File: src/rtl/game_select_pkg.sv
// Shared types and constants for the game-selection controller.
// Start patterns, state encoding and LFSR constants for GAME_SELECT_RANDOM_EN.
package game_select_pkg;

  typedef enum logic [1:0] {
    IDLE,
    PREVIEW,
    LOADING,
    LOCKED
  } state_e;

  localparam int MAX_GAMES = 8;
  localparam int MAX_COLS  = 8;
  localparam int PAT_W     = 7;

  typedef logic [PAT_W-1:0] pat_t;

  // Row = game, entry = column (col1 first); unused slots stay dark.
  localparam pat_t GAME_PATTERNS [MAX_GAMES][MAX_COLS] = '{
    '{7'b0111100, 7'b0011101, 7'b0110101, 7'b1000111,
      7'b1110111, 7'b0000000, 7'b0000000, 7'b0000000},
    '{7'b0001101, 7'b1011100, 7'b1011101, 7'b1110111,
      7'b1000111, 7'b0000000, 7'b0000000, 7'b0000000},
    '{default: 7'b0000000},
    '{default: 7'b0000000},
    '{default: 7'b0000000},
    '{default: 7'b0000000},
    '{default: 7'b0000000},
    '{default: 7'b0000000}
  };

  localparam logic [7:0] LFSR_SEED = 8'h01;
  // x^8 + x^6 + x^5 + x^4 + 1 -> bits 7,5,4,3
  localparam logic [7:0] LFSR_TAPS = 8'hB8;

  function automatic logic [7:0] lfsr_next(input logic [7:0] s);
    return {s[6:0], ^(s & LFSR_TAPS)};
  endfunction

endpackage

File: src/rtl/game_select_ctrl_rom.sv
// Combinational start-pattern lookup: (game, column) -> column word.
// Columns beyond the stored table width read as zero.
module game_pattern_rom
  import game_select_pkg::*;
#(
  parameter int GW    = 2,
  parameter int CW    = 3,
  parameter int COL_H = 7
) (
  input  logic [GW-1:0]    game_i,
  input  logic [CW-1:0]    col_i,
  output logic [COL_H-1:0] word_o
);

  logic [2:0] g3;
  logic [2:0] c3;

  always_comb begin
    word_o = '0;
    g3     = 3'(game_i);
    c3     = 3'(col_i);
    if (32'(col_i) < MAX_COLS) begin
      word_o = COL_H'(GAME_PATTERNS[g3][c3]);
    end
  end

endmodule

File: src/rtl/game_select_ctrl.sv
// Game selection controller: previews, loads and locks a start pattern.
// Optional random pick in IDLE when GAME_SELECT_RANDOM_EN is defined.
module game_select_ctrl
  import game_select_pkg::*;
#(
  parameter int NUM_GAMES = 4,
  parameter int NUM_COLS  = 5,
  parameter int COL_H     = 7,
  localparam int GW = $clog2(NUM_GAMES),
  localparam int CW = (NUM_COLS > 1) ? $clog2(NUM_COLS) : 1
) (
  input  logic                      clk,
  input  logic                      reset,
  input  logic                      select_game,
  input  logic [NUM_GAMES-1:0]      game_option,
  output logic [NUM_COLS*COL_H-1:0] cols_out,
  output logic                      game_locked,
  output logic [GW-1:0]             game_index,
  output logic                      load_busy,
  output logic                      invalid_option
);

  localparam logic [CW-1:0] LAST_COL = CW'(NUM_COLS - 1);

  state_e                    state_q, state_d;
  logic                      sel_q;
  logic [CW-1:0]             sp_q, sp_d;
  logic [CW-1:0]             lp_q, lp_d;
  logic [GW-1:0]             lk_q, lk_d;
  logic [NUM_COLS*COL_H-1:0] cols_q, cols_d;
  logic                      inv_q;

  logic                      sel_edge;
  logic                      option_valid;
  logic                      option_nz;
  logic [GW-1:0]             opt_idx;
  logic [GW-1:0]             rom_game;
  logic [CW-1:0]             rom_col;
  logic [COL_H-1:0]          rom_word;

`ifdef GAME_SELECT_RANDOM_EN
  logic [7:0] lfsr_q;

  always_ff @(posedge clk) begin
    if (reset) lfsr_q <= LFSR_SEED;
    else       lfsr_q <= lfsr_next(lfsr_q);
  end
`endif

  assign sel_edge  = select_game & ~sel_q;
  assign option_nz = |game_option;
  assign option_valid = option_nz &&
    ((game_option & (game_option - NUM_GAMES'(1))) == '0);

  always_comb begin
    opt_idx = '0;
    for (int i = 0; i < NUM_GAMES; i++) begin
      if (game_option[i]) opt_idx = GW'(i);
    end
  end

  // One shared ROM port: loading reads the latched game, preview the live one.
  assign rom_game = (state_q == LOADING) ? lk_q : opt_idx;
  assign rom_col  = (state_q == LOADING) ? lp_q : sp_q;

  game_pattern_rom #(
    .GW    (GW),
    .CW    (CW),
    .COL_H (COL_H)
  ) u_rom (
    .game_i (rom_game),
    .col_i  (rom_col),
    .word_o (rom_word)
  );

  always_comb begin
    state_d = state_q;
    sp_d    = sp_q;
    lp_d    = lp_q;
    lk_d    = lk_q;
    cols_d  = cols_q;
    unique case (state_q)
      IDLE: begin
        cols_d = '0;
        if (option_valid) begin
          state_d = PREVIEW;
`ifdef GAME_SELECT_RANDOM_EN
        end else if (sel_edge && !option_nz) begin
          state_d = LOADING;
          lk_d    = lfsr_q[GW-1:0];
          lp_d    = '0;
`endif
        end
      end
      PREVIEW: begin
        if (!option_valid) begin
          state_d = IDLE;
          cols_d  = '0;
        end else begin
          cols_d[rom_col*COL_H +: COL_H] = rom_word;
          sp_d = (sp_q == LAST_COL) ? '0 : sp_q + CW'(1);
          if (sel_edge) begin
            state_d = LOADING;
            lk_d    = opt_idx;
            lp_d    = '0;
          end
        end
      end
      LOADING: begin
        cols_d[rom_col*COL_H +: COL_H] = rom_word;
        if (lp_q == LAST_COL) state_d = LOCKED;
        else                  lp_d = lp_q + CW'(1);
      end
      LOCKED: begin
        if (sel_edge) begin
          if (option_valid) begin
            state_d = PREVIEW;
          end else begin
            state_d = IDLE;
            cols_d  = '0;
          end
        end
      end
      default: state_d = IDLE;
    endcase
  end

  always_ff @(posedge clk) begin
    if (reset) begin
      state_q <= IDLE;
      sel_q   <= 1'b0;
      sp_q    <= '0;
      lp_q    <= '0;
      lk_q    <= '0;
      cols_q  <= '0;
      inv_q   <= 1'b0;
    end else begin
      state_q <= state_d;
      sel_q   <= select_game;
      sp_q    <= sp_d;
      lp_q    <= lp_d;
      lk_q    <= lk_d;
      cols_q  <= cols_d;
      inv_q   <= option_nz & ~option_valid;
    end
  end

  assign cols_out       = cols_q;
  assign game_locked    = (state_q == LOCKED);
  assign load_busy      = (state_q == LOADING);
  assign game_index     = (state_q == LOCKED) ? lk_q : '0;
  assign invalid_option = inv_q;

endmodule

File: config.mk
export PLATFORM = sky130hd
export DESIGN_NAME = game_select_ctrl
export DESIGN_NICKNAME = d
export VERILOG_FILES = /design/src/rtl/game_select_pkg.sv /design/src/rtl/game_select_ctrl_rom.sv /design/src/rtl/game_select_ctrl.sv
export SDC_FILE = /design/constraint.sdc
export NUM_CORES = 1
export LEC_CHECK = 0
export CAP_MARGIN = 10
export CORE_MARGIN = 8
export CORE_UTILIZATION = 48
export CTS_CLUSTER_DIAMETER = 150
export CTS_CLUSTER_SIZE = 28
export DETAILED_ROUTE_END_ITERATION = 8
export GPL_ROUTABILITY_DRIVEN = 0
export PLACE_DENSITY_LB_ADDON = 0.08
export SYNTH_ARGS = -nofsm -noshare
export SYNTH_HDL_FRONTEND = slang
export SYNTH_SLANG_ARGS = --single-unit
File: constraint.sdc
create_clock -name clk -period 7.35 [get_ports clk]
set_input_delay 2.205 -clock clk [delete_from_list [all_inputs] [get_ports clk]]
set_output_delay 2.205 -clock clk [all_outputs]
set_load 0.05 [all_outputs]
* After elaboration in Yosys (flattened, before gate mapping)
Memories as Yosys holds them, arrays and structs flattened.
Index checks and enable logic that the tools add are counted.
** Cells by class
- $add $sub $neg :: 4
- $mul :: 1
- Magnitude comparators :: 2
- Bitwise gates (word level) :: 7
- Shift-type cells :: 2
- Equality and inequality tests :: 13
- Reduce and logical (&&, ||, !) cells :: 10
- Multiplexer cells :: 28
** Operators with widths (number)
- $pmux W35 S4 :: 1
- $mux W56 :: 2
- $mux W35 :: 3
- $bwmux W35 :: 1
- $shift A7 B34 Y35 const A :: 1
- $shiftx A7 B34 Y35 :: 1
- $neg A6 Y34 :: 1
- $bmux W7 S3 :: 1
- $mux W2 :: 9
- $mux W3 :: 5
- $mux W7 :: 2
- $ne A2 B2 Y1 const B :: 5
- $ge A4 B4 Y1 const B :: 2
- $pmux W2 S4 :: 1
- $reduce_and A4 Y1 :: 2
- $add A3 B1 Y3 const B :: 2
- $eq A3 B3 Y1 const B :: 2
- $mul A3 B3 Y6 const B :: 1
- $pmux W3 S2 :: 1
- $and A4 B4 Y4 :: 1
- $eq A2 B2 Y1 const B :: 2
- $logic_not A4 Y1 :: 1
- $ne A2 B1 Y1 const B :: 2
- $not A2 Y4 :: 1
- other kinds (13) :: 17
** Storage, ports and cells
- Register bits after elaboration :: 47
- Bits in read-only memories :: 448
- Logic and storage cells :: 75
- Memories :: 1
** Memories
- (name not given) :: words 8, width 56, rd ports 1, clocked after Yosys merged registers in 0, write ports 0, line game_select_ctrl_rom.sv:23 : word_o = COL_H'(GAME_PATTERNS[g3][c3]);

* Longest topological paths before layout
- Depth in word-level cells :: 15
- Gate-level depth with buffers :: 14
- Gate-level depth less buffers :: 12

* By module
Synthesis repeated with hierarchy kept, for this count alone.
** Second synthesis, totals
- Cell total of the unflattened synthesis :: 300
- Area, all modules :: 2592.5 um^2
** Modules (own cells, without submodules)
- game_select_ctrl :: instances 1, seq. area each 940.9 um^2, area each 2448.6 um^2, cells each 276
- game_pattern_rom :: instances 1, seq. area each 0.0 um^2, area each 143.9 um^2, cells each 24

* Least setup slack after synthesis
No wires, ideal clock.
- Path type :: input-to-reg
- From :: input port game_option[3]
- To :: register cols_q[5], in the netlist cols_out[5]
- Arrival time :: 3.727 ns
- Data required time :: 7.231 ns
- Stages :: 7
- Slack :: 3.504 ns
- Buffers on the path :: 1
- Cells stage by stage :: buf_2 > nor4b_2 > a21o_4 > o31a_4 > or4_4 > nand2_1 > a21oi_1
** Between the ends
- Word-level cells in the longest chain between the ends :: 13
** RTL lines
- start: declaration :: line game_select_ctrl.sv:15 : input logic [NUM_GAMES-1:0] game_option,
- $mux W2 :: line game_select_ctrl.sv:58 : if (game_option[i]) opt_idx = GW'(i);
- $mux W2 :: line game_select_ctrl.sv:63 : assign rom_game = (state_q == LOADING) ? lk_q : opt_idx;
- $not A2 Y4 (implied by the code) :: line game_select_ctrl_rom.sv:23
- $mem_v2 Z8 W56
- $mux W56 (implied by the code) (2 in series) :: line game_select_ctrl_rom.sv:23
- $bmux W7 S3 :: line game_select_ctrl_rom.sv:23
- $mux W7 (implied by the code) (2 in series) :: line game_select_ctrl_rom.sv:23
- $shiftx A7 B34 Y35 :: line game_select_ctrl.sv:100, game_select_ctrl.sv:110
- $bwmux W35 :: line game_select_ctrl.sv:100, game_select_ctrl.sv:110
- $mux W35 :: line game_select_ctrl.sv:96 : if (!option_valid) begin
- $pmux W35 S4 :: line game_select_ctrl.sv:82 : unique case (state_q)
- end signal: assignment :: line game_select_ctrl.sv:143 : cols_q <= cols_d;
- end: declaration :: line game_select_ctrl.sv:30 : logic [NUM_COLS*COL_H-1:0] cols_q, cols_d;
Parallel ways exist; a longest one is shown, timed or not. The select of a mux whose other input is x is not followed.
A chain may end at the register's enable or synchronous reset.

* Final worst setup path
- From :: input port game_option[3]
- To :: register cols_q[24], in the netlist cols_out[24]
The elaborated chain is that of the path after synthesis.

==> results by group <==
Setup path
  • Startpoint types: primary input
  • Start point of the critical path: game_option[3]
  • Worst Setup End Kind: flop
  • Kind of critical path: in -> reg
  • RR Startpoint: state_q[0]
  • Arr. time, crit path: 4.66 ns
  • CP required: 7.60 ns
  • Worst setup endpoint: cols_out[24]
  • Worst reg2reg path endpoint: cols_out[15]
  • R2R depth: 12
  • Internal reg-to-reg setup slack: between 3 and 4 ns
  • Max FO, Critical Path: 10

Synth
  • Yosys warns: 0
  • Yosys cell types: 64
  • Asr flop ratio synth: 0%
  • Yosys reg bits: 47
  • Seq/Total Area, Yosys: 37.47%
  • Syn_nets: between 200 and 300
  • Number of synthesized flops with an enable pin: 0
  • Prevailing post-synth register cell: dfxtp_1
  • Synth Cell Area: roughly 2500 um2
  • Mean post-synth cell area: around 9 um2
  • Synth Instances: around 270

Global route
  • Vias in the first global route: roughly 2100
  • Largest net degree at the start of global routing: 25
  • Initial antenna violation count: 0
  • Grt total ovfl: 0
  • Overall routing resource usage: about 16%
  • First-pass GRT wire length: approximately 10000 um

Floorplanning
  • Core ar.: between 5000 and 6000 um2
  • Site Rows: 26
  • Chip width: around 88 um
  • Die area: roughly 7800 um2
  • Height of the chip: around 88 um
  • IO Pins: 47
  • Starting density of the core: around half

STA
  • Fin. max-slew vios: 0
  • Worst-margin pin slew: between 1 and 1.5 ns
  • Fmax: about 230 MHz
  • Final setup fails: 0
  • Worst Skew: 0.005045 ns
  • Final min period: between 4 and 5 ns
  • Max_slew headroom: a little under a third
  • Hold Fails Final Rpt: 0
  • Final worst path period share: between 50% and 60%
  • Setup TNS: 0 ns
  • RSZ-0062 raised after global routing: no
  • Final Worst Setup Slack: ~3 ns

Routing
  • Routed WL per cell: 15.86 um
  • DRT antenna net count: 0
  • Vias after detailed routing: ~2200
  • TritonRoute pass-1 iters: 4
  • Detailed-route wire length: 6152 um
  • DR iter-0 viols: 151
  • Vias per cell: ~5.6
  • DRC: 0

Flow run
  • Max cap viols: 0

Clocking
  • Clk slew on worst S/H paths: around 0.09 ns
  • Clk root buf: clkbuf_8
  • Resize count post-CTS: 0
  • CTS Sinks: between 40 and 50
  • Setup Fix Bufs, Post-CTS: 0
  • TritonCTS clock tree: done
  • H-tree depth: 2
  • Max Buffers Root-to-Sink: 2
  • Cts hold-fix bufs: 0
  • Worst skew pair latency: 0.31 ns
  • Total CTS buffers: 5

Final layout
  • Share of cells above drive strength 1: between 10% and 20%
  • Most common cell after layout, fill and taps aside: dfxtp_1
  • Area Growth Syn to Fin: 23.82%
  • Nets: approximately 340
  • Commonest cells after routing, fill and taps aside: dfxtp_1, clkdlybuf4s50_1, nor2_1
  • Ant diodes: 0
  • Layout fillers: about 470

Status
  • Status: finished clean

Hold path
  • Hold Path Class: reg -> reg
  • Hold Crit Depth: 2

Placement
  • Placed wire-length estimate: between 4000 and 5000 um
  • Input/output buffers: between 40 and 50
  • Pre-CTS WS: roughly 2.7 ns

Power
  • Cell area power density: 164.0 nW/um2
  • Worst vdd ir: 0.00009629 V
  • Leakage Power: 1.052 nW
[worst min-delay path by stage]
stage                  from            to  slack, ns
6_report       cols_out[22]  cols_out[22]       0.46
5_1_grt         cols_out[5]   cols_out[5]       0.49
4_1_cts         cols_out[5]   cols_out[5]       0.47
3_5_place_dp    cols_out[5]   cols_out[5]       0.45
3_3_place_gp   cols_out[22]  cols_out[22]       0.45
2_1_floorplan       lk_q[0]       lk_q[0]       0.45
[logic make-up (layout without fill, tap and decap cells)]
| group | Yosys count | count (layout) | share of synthesized area (%) |
|---|---|---|---|
| AO/OA/AOI/OAI | 73 | 73 | 22.17 |
| flip-flops | 47 | 47 | 37.47 |
| multiplexers | 17 | 17 | 7.374 |
| adder cells (fa/ha/maj) | 13 | 13 | 6.378 |
| AND/OR/NAND/NOR | 100 | 100 | 21.82 |
| buffers and inverters | 20 | 65 | 3.736 |
| XOR/XNOR | 3 | 3 | 1.047 |
[cell usage after synthesis, drive strengths merged (2+ instances only)]
cell    instances  area share, %
a21oi          21            4.3
nand2          24            3.7
buf             6            1.6
nor2           32            5.0
o21ai          10            2.1
o211ai          2           0.60
nand2b          4            1.0
or2             2           0.50
ha             12            6.0
nor3            8            2.0
a32oi           6            2.1
o21a            2           0.60
a22o            7            2.4
a211oi          3           0.90
o31a            3            1.4
mux2            2           0.90
a32o            5            2.0
nand3           8            1.6
o311ai          2            1.0
or3b            2           0.70
nor4            4            2.4
o31ai           2           0.80
dfxtp          47             37
clkbuf          4           0.60
a21o            3            1.2
nor3b           2           0.60
xnor2           3            1.0
inv             9            1.3
and2            4            1.0
mux2i          15            6.5
nand3b          2           0.60
[layout make-up]
cell class	count	area (um2)	share of cell area [%]
clock buffer	6	82.58	2.656
clock inverter	2	16.27	0.5231
inverter	10	37.54	1.207
multi-input combinational	206	1476	47.49
sequential	47	940.9	30.26
tap	70	87.58	2.817
timing repair buffer	47	467.9	15.05
[power by group]
part / switching [mW] / total (mW) / internal (mW)
clock: 0.0916 / 0.168 / 0.0769
combinational: 0.0494 / 0.0800 / 0.0306
sequential: 0.00376 / 0.261 / 0.258
total: 0.145 / 0.510 / 0.365
[metrics by stage]
step / util (%) / power [mW] / area [um2] / hold WS [ns] / std cells
global route: 61.27 / 0.5328 / 3109 / 0.4912 / 388
floorplan: - / 0.3274 / 2511 / 0.4529 / 273
CTS: 61.27 / 0.5142 / 3109 / 0.4662 / 388
detailed placement: 59.32 / 0.3468 / 3010 / 0.4538 / 380
finish: 61.27 / 0.5098 / 3109 / 0.4604 / 388
global placement: 59.32 / 0.3458 / 3010 / 0.4505 / 380
[registers in the layout (all words and copies together) (netlist names), named ones only]
signal,count
sp_q,3
state_q,1
lp_q,3
lk_q,2
invalid_option,1
cols_out,35
sel_q,1
[metal layers]
layer  wire, um  GRT usage, %
met1       2910         21.26
met5          0             0
met3        398         4.271
met2       2775         25.80
met4         68         5.069
[worst max-delay path, cell delays in order]
cell and delay, ns:
clkdlybuf4s50_1 0.69, nor4b_2 0.14, a21o_4 0.23, o31ai_2 0.39, nand3_1 0.25, nor4_2 0.48
a32o_1 0.26
Note: power is estimated with default switching activity, not from simulation.
